[src/rtl/baud_pkg.sv]
`default_nettype none
// +----------------------------------------------------------------------+
// | baud_pkg                                                             |
// | Rate codes, baud constants and the elaboration-time divisor function.|
// | Revision: 1.0                                                        |
// +----------------------------------------------------------------------+
package baud_pkg;

  localparam int unsigned FRAC_W = 8;

  localparam logic [2:0] c_sel_9600   = 3'd0;
  localparam logic [2:0] c_sel_19200  = 3'd1;
  localparam logic [2:0] c_sel_38400  = 3'd2;
  localparam logic [2:0] c_sel_57600  = 3'd3;
  localparam logic [2:0] c_sel_115200 = 3'd4;
  localparam logic [2:0] c_sel_230400 = 3'd5;
  localparam logic [2:0] c_sel_460800 = 3'd6;
  localparam logic [2:0] c_sel_custom = 3'd7;

  localparam int unsigned c_baud_9600   = 9600;
  localparam int unsigned c_baud_19200  = 19200;
  localparam int unsigned c_baud_38400  = 38400;
  localparam int unsigned c_baud_57600  = 57600;
  localparam int unsigned c_baud_115200 = 115200;
  localparam int unsigned c_baud_230400 = 230400;
  localparam int unsigned c_baud_460800 = 460800;

  function automatic int unsigned baud_of_sel(input logic [2:0] sel);
    case (sel)
      c_sel_19200:  return c_baud_19200;
      c_sel_38400:  return c_baud_38400;
      c_sel_57600:  return c_baud_57600;
      c_sel_115200: return c_baud_115200;
      c_sel_230400: return c_baud_230400;
      c_sel_460800: return c_baud_460800;
      default:      return c_baud_9600;
    endcase
  endfunction

  // CLK_HZ / (baud * oversample) as fixed point with FRAC_W fraction bits, truncated.
  function automatic logic [63:0] calc_div(input int unsigned clk_hz,
                                           input int unsigned baud,
                                           input int unsigned os);
    logic [63:0] num;
    logic [63:0] den;
    num = {32'd0, clk_hz} << FRAC_W;
    den = {32'd0, baud} * {32'd0, os};
    return num / den;
  endfunction

endpackage
`default_nettype wire

[src/rtl/baud_frac_div.sv]
`default_nettype none
// +----------------------------------------------------------------------+
// | baud_frac_div                                                        |
// | Main interval counter (plus optional fractional accumulator when     |
// | BAUD_TICK_GEN_FRAC_EN is defined); produces the oversample tick.     |
// | Revision: 1.0                                                        |
// +----------------------------------------------------------------------+
module baud_frac_div
  import baud_pkg::*;
#(
  parameter int unsigned DIV_W = 24
) (
  input  logic                    clk,
  input  logic                    rst,
  input  logic                    i_en,
  input  logic                    i_clr,
  input  logic [DIV_W+FRAC_W-1:0] i_div,
  output logic                    o_wrap,
  output logic                    o_rx_tick
);

  logic [DIV_W-1:0] r_cnt;
  logic [DIV_W-1:0] w_last;
  logic             w_extra;
  logic             r_rx_tick;

`ifdef BAUD_TICK_GEN_FRAC_EN
  logic [FRAC_W-1:0] r_acc;
  logic              r_extra;
  logic [FRAC_W:0]   w_acc_sum;

  assign w_acc_sum = {1'b0, r_acc} + {1'b0, i_div[FRAC_W-1:0]};
  assign w_extra   = r_extra;

  // Carry out of the accumulator stretches the following interval by one cycle.
  always_ff @(posedge clk) begin
    if (rst || i_clr) begin
      r_acc   <= '0;
      r_extra <= 1'b0;
    end else if (o_wrap) begin
      r_acc   <= w_acc_sum[FRAC_W-1:0];
      r_extra <= w_acc_sum[FRAC_W];
    end
  end
`else
  logic w_unused_frac;
  assign w_unused_frac = ^i_div[FRAC_W-1:0];
  assign w_extra       = 1'b0;
`endif

  assign w_last = i_div[DIV_W+FRAC_W-1:FRAC_W] - DIV_W'(1) + {{(DIV_W-1){1'b0}}, w_extra};
  assign o_wrap = i_en && (r_cnt == w_last);

  always_ff @(posedge clk) begin
    if (rst || i_clr) begin
      r_cnt     <= '0;
      r_rx_tick <= 1'b0;
    end else begin
      r_rx_tick <= o_wrap;
      if (i_en) begin
        r_cnt <= o_wrap ? '0 : r_cnt + DIV_W'(1);
      end
    end
  end

  assign o_rx_tick = r_rx_tick;

endmodule
`default_nettype wire

[src/rtl/baud_tick_gen.sv]
`default_nettype none
// +----------------------------------------------------------------------+
// | baud_tick_gen                                                        |
// | Oversample/bit tick generator with rate table, custom divisor and    |
// | glitch-free rate switching. Macro: BAUD_TICK_GEN_FRAC_EN.            |
// | Revision: 1.0                                                        |
// +----------------------------------------------------------------------+
module baud_tick_gen
  import baud_pkg::*;
#(
  parameter int unsigned CLK_HZ     = 100000000,
  parameter int unsigned OVERSAMPLE = 16,
  parameter int unsigned DIV_W      = 24
) (
  input  logic                    clk,
  input  logic                    rst,
  input  logic                    en,
  input  logic [2:0]              select,
  input  logic [DIV_W+FRAC_W-1:0] custom_div,
  output logic                    rx_tick,
  output logic                    tx_tick,
  output logic                    baud_clk,
  output logic                    rate_ack
);

  localparam int unsigned          c_dw       = DIV_W + FRAC_W;
  localparam int unsigned          c_sub_w    = $clog2(OVERSAMPLE);
  localparam logic [c_sub_w-1:0]   c_sub_mid  = c_sub_w'(OVERSAMPLE / 2 - 1);
  localparam logic [c_sub_w-1:0]   c_sub_last = c_sub_w'(OVERSAMPLE - 1);
  localparam logic [c_dw-1:0]      c_min_div  = c_dw'(2) << FRAC_W;

  logic [c_dw-1:0]    w_tab [8];
  logic [c_dw-1:0]    r_pend;
  logic [c_dw-1:0]    r_act;
  logic [c_sub_w-1:0] r_sub;
  logic               r_tx_tick;
  logic               r_baud_clk;
  logic               r_rate_ack;
  logic               w_wrap;
  logic               w_load;

  // Fixed-rate divisors, clamped to 2.0 at elaboration.
  for (genvar gi = 0; gi < 7; gi++) begin : g_tab
    localparam logic [63:0] c_raw = calc_div(CLK_HZ, baud_of_sel(3'(gi)), OVERSAMPLE);
    assign w_tab[gi] = (c_raw[c_dw-1:FRAC_W] < DIV_W'(2)) ? c_min_div : c_raw[c_dw-1:0];
  end

  assign w_tab[7] = (custom_div[c_dw-1:FRAC_W] < DIV_W'(2)) ? c_min_div : custom_div;

  // A running link only switches rate right after a bit boundary; an idle one switches at once.
  assign w_load = (r_pend != r_act) && (!en || r_tx_tick);

  baud_frac_div #(
    .DIV_W (DIV_W)
  ) u_div (
    .clk       (clk),
    .rst       (rst),
    .i_en      (en),
    .i_clr     (w_load),
    .i_div     (r_act),
    .o_wrap    (w_wrap),
    .o_rx_tick (rx_tick)
  );

  always_ff @(posedge clk) begin
    if (rst) begin
      r_pend     <= w_tab[0];
      r_act      <= w_tab[0];
      r_sub      <= '0;
      r_tx_tick  <= 1'b0;
      r_baud_clk <= 1'b0;
      r_rate_ack <= 1'b0;
    end else begin
      r_pend     <= w_tab[select];
      r_rate_ack <= w_load;
      if (w_load) begin
        r_act      <= r_pend;
        r_sub      <= '0;
        r_tx_tick  <= 1'b0;
        r_baud_clk <= 1'b0;
      end else begin
        r_tx_tick <= w_wrap && (r_sub == c_sub_last);
        if (w_wrap) begin
          r_sub <= r_sub + c_sub_w'(1);
          if ((r_sub == c_sub_mid) || (r_sub == c_sub_last)) begin
            r_baud_clk <= ~r_baud_clk;
          end
        end
      end
    end
  end

  assign tx_tick  = r_tx_tick;
  assign baud_clk = r_baud_clk;
  assign rate_ack = r_rate_ack;

endmodule
`default_nettype wire

[config.mk]
export PLATFORM = sky130hd
export DESIGN_NAME = baud_tick_gen
export DESIGN_NICKNAME = d
export VERILOG_FILES = /design/src/rtl/baud_pkg.sv /design/src/rtl/baud_frac_div.sv /design/src/rtl/baud_tick_gen.sv
export SDC_FILE = /design/constraint.sdc
export NUM_CORES = 1
export LEC_CHECK = 0
export ABC_AREA = 1
export CORE_MARGIN = 4
export CORE_UTILIZATION = 40
export DETAILED_ROUTE_END_ITERATION = 12
export PLACE_DENSITY_LB_ADDON = 0.15
export SLEW_MARGIN = 10
export SYNTH_ARGS = -nofsm -noshare
export SYNTH_HDL_FRONTEND = slang
export SYNTH_SLANG_ARGS = --single-unit
export TNS_END_PERCENT = 30
[constraint.sdc]
create_clock -name clk -period 6 [get_ports clk]
set_input_delay 0.6 -clock clk [delete_from_list [all_inputs] [get_ports clk]]
set_output_delay 0.6 -clock clk [all_outputs]
set_load 0.02 [all_outputs]
==> qor.txt <==
====================================================================================================
Outcome                                                                                 finished clean
Number of routed nets with antenna violations                                                      0
Endpoint class of the critical path                                                         register
Dominant cell type by area after synthesis                                              sky130_fd_sc_hd__dfxtp_1
Cells resized by post-CTS repair                                                                   0
Post-route clock period utilization                                                           57.13%
# Post-CTS Setup Buffers                                                                           0
Dpl hpwl                                                                                    11130 um
Leakage power figure                                                                     0.002775 uW
Antenna cell count                                                                                 0
Rel. slew slack                                                                               30.00%
Average detailed-routed wire length per instance                                            13.37 um
Count of endpoints failing setup in the final report                                               0
Hold Violations, Final                                                                             0
Biggest area contributors in the synthesized netlist                                    sky130_fd_sc_hd__dfxtp_1, sky130_fd_sc_hd__nand2_1, sky130_fd_sc_hd__inv_1
Fillcell total                                                                                  1347
Number of buffers and inverters on the critical path                                               3
Total die area                                                                            15510 um^2
Initial antenna violation count                                                                    0
WL met2                                                                                      6268 um
Mean cell area of the mapped netlist                                                      6.724 um^2
Count of distinct cell types in the synthesized netlist                                           39
Detailed Route WL                                                                           13680 um
Startpoint-to-endpoint class of the critical path                                             in2reg
Cell with the largest stage delay on the worst path                                     sky130_fd_sc_hd__inv_1
Sum of overflow across all layers after global routing                                             0
Post-synth design cell area                                                                5433 um^2
CP Data Required Time                                                                        6.27 ns
Pin count of the biggest net entering global routing                                              26
Share of Yosys cell area claimed by the top area cell type                                    35.38%
Global-route wire length before repair                                                      22810 um
Uppermost layer routed                                                                          met4
Slowest cell delay on critical path                                                          0.79 ns
Clock buffer depth                                                                                 2
Final Wtd Congestion                                                                          0.9353
Worst clock skew                                                                          0.01026 ns
Most Frequent Cell on Critical Path                                                     sky130_fd_sc_hd__inv_1
Number of placement rows                                                                          42
Startpoint kind of the worst setup timing path                                            input port
Largest fanout on the critical path                                                               22
Final critical delay including setup and external delays                                    3.428 ns
Seq/Total Area, Yosys                                                                         35.38%
DRC Markers                                                                                        0
Height of the die                                                                           124.5 um
Core area                                                                                 13300 um^2
Timing-limited maximum frequency                                                           291.7 MHz
Clock network latency to the later pin of the worst-skew pair                                0.35 ns
Quantity of hold-fixing buffers added after cts                                                    0
CTS Root Buffer Type                                                                    sky130_fd_sc_hd__clkbuf_16
Number of max-cap violations                                                                       0
Vias after detailed routing                                                                     4962
DR vias/cell                                                                                   4.850
Peak ir drop on the vdd network                                                             131.6 uV
CTS Buf Count                                                                                      9
Vias in the first global route                                                                  4741
Final TNS setup                                                                                 0 ns
Instance count of the mapped netlist                                                             808
Routed metal-1 wire length                                                                   6376 um
Unrepaired setup endpoints after global routing                                                   no
Synthesized flop and latch total                                                                  96
Post-Syn Nets                                                                                    853
Number of top-level pins                                                                          42
Hold/Removal Path Class                                                                      reg2reg
Iteration-0 DRC Markers                                                                          290
Critical path data arrival time                                                              3.70 ns
Overall global routing resource usage                                                         18.16%
Max H-tree Level                                                                                   3
Max-slew violation total from the final report                                                     0
Final-stage net count                                                                            887
Share of cells above drive strength 1                                                         5.313%
Synthesis Warnings                                                                                 0
TritonCTS clock tree                                                                           built
Number of port buffers                                                                            41
Area delta synth->final                                                                       15.52%
Metal3 WL                                                                                     646 um
Power density over the cells                                                            225.1 nW/um^2
Worst Tran Pin Value                                                                        1.049 ns
Clock-pin slew reported for the worst setup and hold paths after clock tree synthesis        0.08 ns
Width of the chip                                                                           124.5 um
Cell family contributing the most delay on the critical path                            buffers and inverters
TritonRoute pass-1 iters                                                                           5
Total chip power                                                                             1413 uW
Initial cell density of the core                                                              40.86%
Crit path cell chain                                                                    clkdlybuf4s50_1 > inv_1 > o21ai_0 > nand2_1 > inv_1 > nand2_4 > nor3b_1
Clock sink count                                                                                  96
====================================================================================================
==> layer usage <==
layer	vias up	track usage, %
li1	2615	-
met1	2209	23.40
met2	114	29.29
met3	24	4.417
met4	0	7.092
met5	-	0
==> metrics by stage <==
stage / instances / cell area [um^2] / setup WS [ns] / util (%) / hold slack (ns)
floorplan: 808 / 5433 / 3.878 / - / 0.4386
global placement: 1007 / 5951 / 2.335 / 44.76 / 0.4477
detailed placement: 1007 / 5951 / 2.124 / 44.76 / 0.4533
CTS: 1023 / 6276 / 2.538 / 47.21 / 0.4633
global route: 1023 / 6276 / 2.199 / 47.21 / 0.4832
finish: 1023 / 6276 / 2.572 / 47.21 / 0.4576
==> final timing paths <==
kind | startpoint | to | slack (ns) | depth (start not counted)
setup / recovery | en | u_div.r_cnt[5] | 2.57 | 7
hold / removal | r_pend[14] | r_act[14] | 0.46 | 2
setup reg to reg | r_act[29] | u_div.r_cnt[5] | 2.67 | 10
hold reg to reg | r_pend[14] | r_act[14] | 0.46 | 2
==> cell usage after synthesis, drive strengths merged <==
library cell	n
nand2	240
nor2	117
inv	107
dfxtp	96
nand3	38
xnor2	35
nand4	29
o21ai	25
a21oi	20
nor3	19
xor2	19
buf	9
clkbuf	9
ha	7
nand3b	6
nor3b	6
o22ai	6
nor4	5
o22a	3
a22oi	2
clkinv	2
o211ai	2
a211oi	1
a21o	1
and2	1
and3	1
o2111ai	1
or2	1
==> where the power goes <==
part / total (uW) / leakage [uW] / internal [uW] / switching, uW
registers: 668 / 0.000781 / 653 / 15.5
clock network: 615 / 0.000158 / 337 / 278
logic: 130 / 0.00184 / 57.4 / 72.3
total: 1410 / 0.00277 / 1050 / 366
==> area by class of cell <==
class / instances / area (um^2) / share of cell area (%)
Clock buffer: 9 / 225.2 / 3.589
Multi-Input combinational cell: 585 / 2989 / 47.63
Inverter: 109 / 409.1 / 6.519
Clock inverter: 7 / 100.1 / 1.595
Timing Repair Buffer: 41 / 410.4 / 6.539
Sequential cell: 96 / 1922 / 30.62
Tap cell: 176 / 220.2 / 3.509
==> worst register-to-register path, stage by stage, from the launching register on <==
cell                      delay [ns]
sky130_fd_sc_hd__dfxtp_1        0.47
sky130_fd_sc_hd__inv_1          0.16
sky130_fd_sc_hd__nand2_1        0.10
sky130_fd_sc_hd__nand4_1        0.13
sky130_fd_sc_hd__nor3_1         0.20
sky130_fd_sc_hd__nand4_1        0.13
sky130_fd_sc_hd__o21ai_0        0.16
sky130_fd_sc_hd__nand2_1        0.51
sky130_fd_sc_hd__inv_1          0.80
sky130_fd_sc_hd__nand2_4        0.36
sky130_fd_sc_hd__nor3b_1        0.25
==> cells by family after synthesis <==
group | count (synthesis) | synth area share, %
AND/OR/NAND/NOR | 463 | 38.39
buffers and inverters | 127 | 9.604
flip-flops | 96 | 35.38
AO/OA/AOI/OAI | 61 | 6.311
XOR/XNOR | 54 | 8.706
adder cells (fa/ha/maj) | 7 | 1.612
==> sequential cells by signal, summed over array words and instances, names as in the netlist <==
signal / count
baud_clk: 1
r_sub: 4
tx_tick: 1
u_div.r_cnt: 24
r_pend: 32
rate_ack: 1
u_div.o_rx_tick: 1
r_act: 32
==> placed cells by master, fill, tap and decap left out, drive strengths merged, types with 3 or more instances in the layout <==
cell and count:
nand3b 6, a21oi 20, dfxtp 96, nor3 19, o22ai 6, clkinv 5, xor2 19, clkdlybuf4s50 41
o22a 3, nand4 29, nor3b 6, o21ai 25, inv 110, nor2 117, nor4 5, xnor2 35
clkbuf 9, nand2 240, nand3 38, ha 7
(Power assumes the default switching activity.)
